===== config.mk =====
export PLATFORM = sky130hd
export DESIGN_NAME = bus_timer_irq
export DESIGN_NICKNAME = d
export VERILOG_FILES = /design/src/rtl/bus_timer_irq_pkg.sv /design/src/rtl/bus_timer_prescaler.sv /design/src/rtl/bus_timer_irq.sv
export SDC_FILE = /design/constraint.sdc
export NUM_CORES = 1
export LEC_CHECK = 0
export ABC_CLOCK_PERIOD_IN_PS = 1890
export CAP_MARGIN = 5
export CORE_ASPECT_RATIO = 0.9
export CORE_MARGIN = 3
export CORE_UTILIZATION = 57
export DETAILED_ROUTE_END_ITERATION = 8
export DONT_BUFFER_PORTS = 1
export PLACE_DENSITY = 0.73
export SLEW_MARGIN = 20
export SYNTH_ARGS = -nofsm -noshare
export SYNTH_HDL_FRONTEND = slang
export SYNTH_SLANG_ARGS = --single-unit

===== constraint.sdc =====
create_clock -name clk -period 1.89 [get_ports clk]
set_input_delay 0.2835 -clock clk [delete_from_list [all_inputs] [get_ports clk]]
set_output_delay 0.2835 -clock clk [all_outputs]
set_load 0.05 [all_outputs]

===== src/rtl/bus_timer_irq_pkg.sv =====
// Shared constants for the bus-mapped interval timer: register offsets, bit positions
// and reset values.
package bus_timer_irq_pkg;

    typedef enum logic [1:0] {
        REG_LO   = 2'd0,
        REG_HI   = 2'd1,
        REG_CTRL = 2'd2,
        REG_STAT = 2'd3
    } reg_off_e;

    localparam int unsigned CTRL_RUN  = 0;
    localparam int unsigned CTRL_CONT = 1;
    localparam int unsigned CTRL_IE   = 2;
    localparam int unsigned CTRL_NSEL = 3;

    localparam int unsigned STAT_FLAG = 0;
    localparam int unsigned STAT_PEND = 7;

    localparam logic [15:0] RELOAD_RST = 16'h0000;
    localparam logic [15:0] COUNT_RST  = 16'h0000;
    localparam logic [7:0]  SNAP_RST   = 8'h00;
    localparam logic [7:0]  DATA_RST   = 8'h00;

    // True when addr falls in the 4-byte block at base (base[1:0] assumed 0).
    function automatic logic in_block(logic [15:0] addr, logic [15:0] base);
        return (addr | 16'h0003) == (base | 16'h0003);
    endfunction

endpackage


===== src/rtl/bus_timer_prescaler.sv =====
// Divides clk into timer ticks: one tick every PRESCALE cycles while run is high.
module bus_timer_prescaler #(
    parameter int unsigned PRESCALE = 1
) (
    input  logic clk,
    input  logic reset,
    input  logic run,
    input  logic clear,
    output logic tick
);

    localparam int unsigned W = (PRESCALE > 1) ? $clog2(PRESCALE) : 1;
    localparam logic [W-1:0] LAST = W'(PRESCALE - 1);

    logic [W-1:0] cnt_q;

    assign tick = run && (cnt_q == LAST);

    always_ff @(posedge clk) begin
        if (reset || clear || !run || tick) begin
            cnt_q <= '0;
        end else begin
            cnt_q <= cnt_q + 1'b1;
        end
    end

endmodule


===== src/rtl/bus_timer_irq.sv =====
// 16-bit interval timer / interrupt source on the early-decode CPU bus.
// Define BUS_TIMER_NMI_EN to implement CTRL.nsel and route the interrupt to nmi.
module bus_timer_irq
    import bus_timer_irq_pkg::*;
#(
    parameter logic [15:0] BASE     = 16'hbff0,
    parameter int unsigned PRESCALE = 1
) (
    input  logic        clk,
    input  logic        reset,
    input  logic        ready,
    input  logic [15:0] address,
    input  logic [15:0] address_next,
    input  logic        write_next,
    input  logic [7:0]  data_i_bus,
    output logic [7:0]  data_o,
    output logic        cs,
    output logic        irq,
    output logic        nmi
);

    logic [15:0] reload_q, count_q;
    logic [7:0]  snap_q, data_q, rd_data;
    logic        run_q, cont_q, ie_q, flag_q, nsel;
    logic        hit_next, wr_en, rd_en;
    logic        wr_lo, wr_hi, wr_ctrl, wr_stat;
    logic        tick, expire;
    reg_off_e    off;

    assign cs       = in_block(address, BASE);
    assign hit_next = in_block(address_next, BASE);
    assign off      = reg_off_e'(address_next[1:0]);
    assign wr_en    = hit_next && write_next && ready;
    assign rd_en    = hit_next && !write_next && ready;
    assign wr_lo    = wr_en && (off == REG_LO);
    assign wr_hi    = wr_en && (off == REG_HI);
    assign wr_ctrl  = wr_en && (off == REG_CTRL);
    assign wr_stat  = wr_en && (off == REG_STAT);

    bus_timer_prescaler #(
        .PRESCALE (PRESCALE)
    ) u_prescaler (
        .clk   (clk),
        .reset (reset),
        .run   (run_q),
        .clear (wr_hi),
        .tick  (tick)
    );

    // A HI write reloads the counter and swallows any tick on the same edge.
    assign expire = tick && !wr_hi && (count_q == 16'h0000);

    always_ff @(posedge clk) begin
        if (reset) begin
            reload_q <= RELOAD_RST;
            count_q  <= COUNT_RST;
            snap_q   <= SNAP_RST;
            data_q   <= DATA_RST;
            run_q    <= 1'b0;
            cont_q   <= 1'b0;
            ie_q     <= 1'b0;
            flag_q   <= 1'b0;
        end else begin
            if (wr_lo) reload_q[7:0] <= data_i_bus;
            if (wr_hi) reload_q[15:8] <= data_i_bus;

            if (wr_hi) begin
                count_q <= {data_i_bus, reload_q[7:0]};
            end else if (tick) begin
                if (count_q != 16'h0000) begin
                    count_q <= count_q - 16'h0001;
                end else if (cont_q) begin
                    count_q <= reload_q;
                end
            end

            if (wr_ctrl) begin
                run_q  <= data_i_bus[CTRL_RUN];
                cont_q <= data_i_bus[CTRL_CONT];
                ie_q   <= data_i_bus[CTRL_IE];
            end else if (expire && !cont_q) begin
                run_q <= 1'b0;
            end

            // Hardware set beats a same-edge software clear.
            if (expire) begin
                flag_q <= 1'b1;
            end else if (wr_stat && data_i_bus[STAT_FLAG]) begin
                flag_q <= 1'b0;
            end

            if (rd_en) begin
                data_q <= rd_data;
                if (off == REG_LO) snap_q <= count_q[15:8];
            end
        end
    end

`ifdef BUS_TIMER_NMI_EN
    logic nsel_q;

    always_ff @(posedge clk) begin
        if (reset) begin
            nsel_q <= 1'b0;
        end else if (wr_ctrl) begin
            nsel_q <= data_i_bus[CTRL_NSEL];
        end
    end

    assign nsel = nsel_q;
`else
    assign nsel = 1'b0;
`endif

    always_comb begin
        rd_data = DATA_RST;
        unique case (off)
            REG_LO:   rd_data = count_q[7:0];
            REG_HI:   rd_data = snap_q;
            REG_CTRL: begin
                rd_data[CTRL_RUN]  = run_q;
                rd_data[CTRL_CONT] = cont_q;
                rd_data[CTRL_IE]   = ie_q;
                rd_data[CTRL_NSEL] = nsel;
            end
            REG_STAT: begin
                rd_data[STAT_FLAG] = flag_q;
                rd_data[STAT_PEND] = irq | nmi;
            end
            default: rd_data = DATA_RST;
        endcase
    end

    assign data_o = data_q;
    assign irq    = flag_q && ie_q && !nsel;
    assign nmi    = flag_q && ie_q && nsel;

endmodule


# After elaboration in Yosys (flattened, before gate mapping)
# Cells that the tools add are included.
[totals] register_bits=53 in_bits=44 elab_cells=60
[op_classes] n_mux=12 reduce_logical=30 add_sub_neg=2 n_eq_ne=5 bitwise=1
[ops] cell="$mux 16" n=4
[ops] cell="$eq 14x14->1 const B" n=2
[ops] cell="$logic_not 16->1" n=1
[ops] cell="$reduce_bool 16->1" n=1
[ops] cell="$sub 16x1->16 const B" n=1
[ops] cell="$logic_and 1x1->1" n=14
[ops] cell="$pmux 3 s3" n=1
[ops] cell="$pmux 3 s2" n=1
[ops] cell="$reduce_bool 2->1" n=3
[ops] cell="$eq 2x2->1 const B" n=2
[ops] cell="$logic_not 1->1" n=4
[ops] cell="$mux 1" n=4
[ops] cell="$pmux 1 s4" n=1
[ops] cell="$reduce_and 2->1" n=2
[ops] cell="$logic_or 1x1->1" n=3
[ops] cell="$pmux 1 s3" n=1
[ops] cell="$reduce_bool 3->1" n=1
[ops] cell="$eq 2x1->1 const B" n=1
[ops] cell="$logic_not 2->1" n=1
[ops] cell="$add 1x1->1 const B" n=1
[ops] cell="$not 1->1" n=1

# Logic depth before layout (Yosys ltp)
[logic_depth] depth_word=10 depth_mapped=8 mapped_depth_nobuf=7

# Cells and area by module
# A second synthesis with hierarchy kept.
[unflattened] cells_unflattened=346 hier_area_um2=2881.5
[modules_own_cells] mod="bus_timer_irq" cells_each=343 area_each_um2=2844.0 instances=1 seq_area_each_um2=1041.0
[modules_own_cells] mod="bus_timer_prescaler" cells_each=3 area_each_um2=37.5 instances=1 seq_area_each_um2=20.0

# Least setup slack after synthesis
# No wires, ideal clock.
[synth_timing] kind="input to output" start="in address[15]" end="out cs" t_required_ns=1.607 setup_slack_ns=-0.834 arrival_ns=2.441 path_stages=3 n_path_buf=0 cell_sequence="nand4_1 or4b_2 nor4_1"
[synth_via] elab_chain_cells=1
[synth_lines] item="start: declaration" line_no="bus_timer_irq.sv:12" source="input logic [15:0] address,"
[synth_lines] item="$eq 14x14->1" line_no="bus_timer_irq_pkg.sv:27" source="return (addr | 16'h0003) == (base | 16'h0003);"
[synth_lines] item="end: declaration" line_no="bus_timer_irq.sv:17" source="output logic cs,"
# No other way between the ends.

# Final worst setup path
[layout_timing] start="reg count_q[0]" end="reg count_q[12]"
[layout_via] elab_chain_cells=4 elab_cells_between_ends=7
[layout_lines] item="start: declaration" line_no="bus_timer_irq.sv:22" source="logic [15:0] reload_q, count_q;"
[layout_lines] item="start signal: assignment" line_no="bus_timer_irq.sv:68" source="count_q <= {data_i_bus, reload_q[7:0]};"
[layout_lines] item="start signal: assignment" line_no="bus_timer_irq.sv:71" source="count_q <= count_q - 16'h0001;"
[layout_lines] item="start signal: assignment" line_no="bus_timer_irq.sv:73" source="count_q <= reload_q;"
[layout_lines] item="$sub 16x1->16 / $reduce_bool 16->1 (equally long branches)" line_no="bus_timer_irq.sv:71, bus_timer_irq.sv:70"
[layout_lines] item="$mux 16" line_no="bus_timer_irq.sv:70" source="if (count_q != 16'h0000) begin"
[layout_lines] item="$mux 16" line_no="bus_timer_irq.sv:69" source="end else if (tick) begin"
[layout_lines] item="$mux 16" line_no="bus_timer_irq.sv:67" source="if (wr_hi) begin"
# Several ways; a longest one is shown, not always the timed one. The select of a mux whose other input is x is not followed.
# A chain may end at the register's enable or synchronous reset.

==> results.md <==
- Crit path kind: reg2reg
- CTS root buf: clkbuf_8
- Hold Buf Count CTS: 0
- Most frequent cells in the layout: 49 x dfxtp_1, 41 x nor2_1, 40 x buf_4
- CP required: 2120 ps
- Starting Density: 0.607
- Drt initial violations: 285
- Crit path arrival time: 2100 ps
- Fin area: 0.00339 mm^2
- Post-DP Area: 0.00312 mm^2
- Vias in the first global route: 2433
- Cells after Synth: 325
- Share of cells above drive strength 1: 0.251
- GR Overflow Total: 0
- Synth Register Bits: 53
- Worst Hold Class: in2reg
- Commonest non-fill, non-tap cell in the layout: dfxtp_1
- Drt total wl: 7.68 mm
- Routability cong.: 0.894
- I/O pin count: 55
- Initial antenna violation count: 0
- Rows: 23
- Status: completed
- Number of synthesized flops with an enable pin: 0
- Prevailing post-synth register cell: dfxtp_1
- Core region area: 0.00458 mm^2
- H-Tree Depth: 2
- Full die area: 0.00574 mm^2
- Vias per inst: 6.34
- Die X: 79.6 um
- Leak pwr: 1.40 nW
- Max VDD drop: 409 uV
- Area Growth Syn to Fin: 22.3%
- Sequential-to-total area share from yosys stat: 0.382
- Largest family of logic cells by synthesized area: simple AND/OR/NAND/NOR gates
- CTS tree: done
- Worst Tran Pin Value: 507 ps
- First-pass GRT wire length: 11.9 mm
- Critical Path Start Type: register
- Final Max Tran Viols: 0
- Hold_ws: 26.5 ps
- Max_cap viols: 0
- DRC: 0
- Synth async-reset ratio: 0
- Syn avg cell area: 8.54 um^2
- Largest net degree at the start of global routing: 41
- N_diodes: 0
- Die extent in y: 72.2 um
- Critical path peak fanout: 4
- Post-synthesis mux area share: 0.116
- CP Capture Type: register
- Netlist cell types: 60
- DR pass1 iterations: 6
- Synthesized area: 0.00278 mm^2
- Simple-Gate Fraction of Synth Area: 0.265
- Overall Global Routing Usage: 0.266
- Fin. Hold Viols: 0
- F_max: 533 MHz
- Yosys warning count: 0
- Fin crit share: 0.994
- Routed length per placed instance: 18.2 um
- Clk slew on worst S/H paths: 100 ps
- Worst skew pair latency: 310 ps
- Unrepaired setup endpoints after global routing: true
- Post-synthesis xor/xnor area fraction: 0.00947
- Final setup viols: 0
- CTS sink cnt: 53
- I/O Buffers: 0
- Num CTS Buffers: 5
- Final Critical Period: 1880 ps
- # nets final: 404
- Synth Area in Compound Gates: 0.177
- DP Wirelength: 5.40 mm
- Relative slew margins: 0.661
- Power density over cell area: 576 mW/mm^2
- Setup Skew: 6.80 ps
- DR vias: 2671
- Setup TNS: 0 ps
- Synth Area in Adders: 0.00902
- Max Root-Sink Buffers: 2
- Post-route ant nets: 0
-- kinds of logic (layout without fill, tap and decap cells) --
logic type | count (synthesis) | count (layout)
xor+xnor | 3 | 3
other cells | 1 | 2
buf+inv | 23 | 56
simple gates | 137 | 137
mux | 32 | 32
flops | 53 | 53
compound gates | 74 | 74
fa+ha+maj | 2 | 2
-- worst max-delay path: stages (launching register included) --
cell and delay [ps]:
dfxtp_4 400, inv_4 50, ha_4 140, nor4b_4 120, and4_4 180, or4_4 530
and4_4 180, o32ai_2 190
-- layout make-up --
class | instances | area [um^2]
clock inverter | 3 | 46.3
timing repair buffer | 44 | 354
inverter | 4 | 17.5
multi-input combinational | 250 | 1760
fill | 345 | 1180
sequential | 53 | 1070
tap | 62 | 77.6
clock buffer | 5 | 68.8
-- sequential cells by signal, summed over array words and instances, names as in the netlist --
signal / count
count_q: 16
reload_q: 16
data_o: 8
snap_q: 8
cont_q: 1
flag_q: 1
ie_q: 1
run_q: 1
u_prescaler.cnt_q: 1
-- path summary, 6_finish.rpt --
check,startpoint,endpoint,slack [ps],depth (start not counted)
setup / recovery,count_q[0],count_q[12],10,7
hold / removal,reset,reload_q[10],30,1
setup reg to reg,count_q[0],count_q[12],10,7
hold reg to reg,reload_q[14],reload_q[14],450,2
-- metrics by stage --
stage                     std cells  utilization  setup slack, ps  power, mW
final                           421        0.742             12.3       1.95
after global routing            421        0.742            -83.3       2.03
after CTS                       419        0.710             1.22       1.96
after detailed placement        410        0.681            -22.4       1.19
after global placement          410        0.681             3.59       1.19
after floorplan                 326            -            -25.4       1.20
-- per-layer routing --
layer / vias up / global-route usage / wire length [um]
met2: 111 / 0.425 / 3720
met4: 0 / 0.0706 / 147
met1: 1276 / 0.373 / 3360
li1: 1267 / - / -
met5: - / 0 / 0
met3: 17 / 0.0434 / 447
-- report_power, final --
group | switching (mW) | internal, mW | leakage, nW
combinational | 0.0276 | 0.0212 | 0.912
clock | 0.391 | 0.397 | 0.0543
sequential | 0.00119 | 1.12 | 0.429
-- Yosys cell counts, types with 2 or more instances --
cell / count / area share
o21ai_1: 2 / 0.0036
a21o_1: 2 / 0.0054
dfxtp_1: 53 / 0.38
xor2_1: 2 / 0.0063
nand4_1: 10 / 0.023
nand3b_1: 2 / 0.0054
nand3_1: 9 / 0.016
o41ai_1: 3 / 0.0095
buf_1: 4 / 0.0054
o32ai_1: 2 / 0.0063
nand2_1: 32 / 0.043
nor3_1: 5 / 0.0090
a311oi_1: 2 / 0.0063
a31oi_1: 2 / 0.0045
a21oi_1: 27 / 0.049
nand4bb_1: 3 / 0.012
nor4_2: 2 / 0.0090
clkbuf_1: 7 / 0.0095
buf_6: 2 / 0.0081
mux2i_1: 31 / 0.11
nand2b_1: 2 / 0.0045
inv_1: 4 / 0.0054
o22ai_1: 2 / 0.0045
or3_1: 5 / 0.011
a211oi_1: 5 / 0.014
nor2_1: 41 / 0.055
and2_1: 2 / 0.0045
a211o_1: 5 / 0.016
buf_2: 5 / 0.0090
or4_1: 4 / 0.011
ha_1: 2 / 0.0090
o21ai_0: 9 / 0.016
nor2b_1: 2 / 0.0045
nor4_1: 9 / 0.020
-- repair_timing --
action | CTS | global route
gates resized for setup | 2 | 28
setup endpoints to repair | 1 | 15
setup buffers | 1 | 2
pin swaps | 0 | 17
Note: power is estimated with default switching activity, not from simulation.
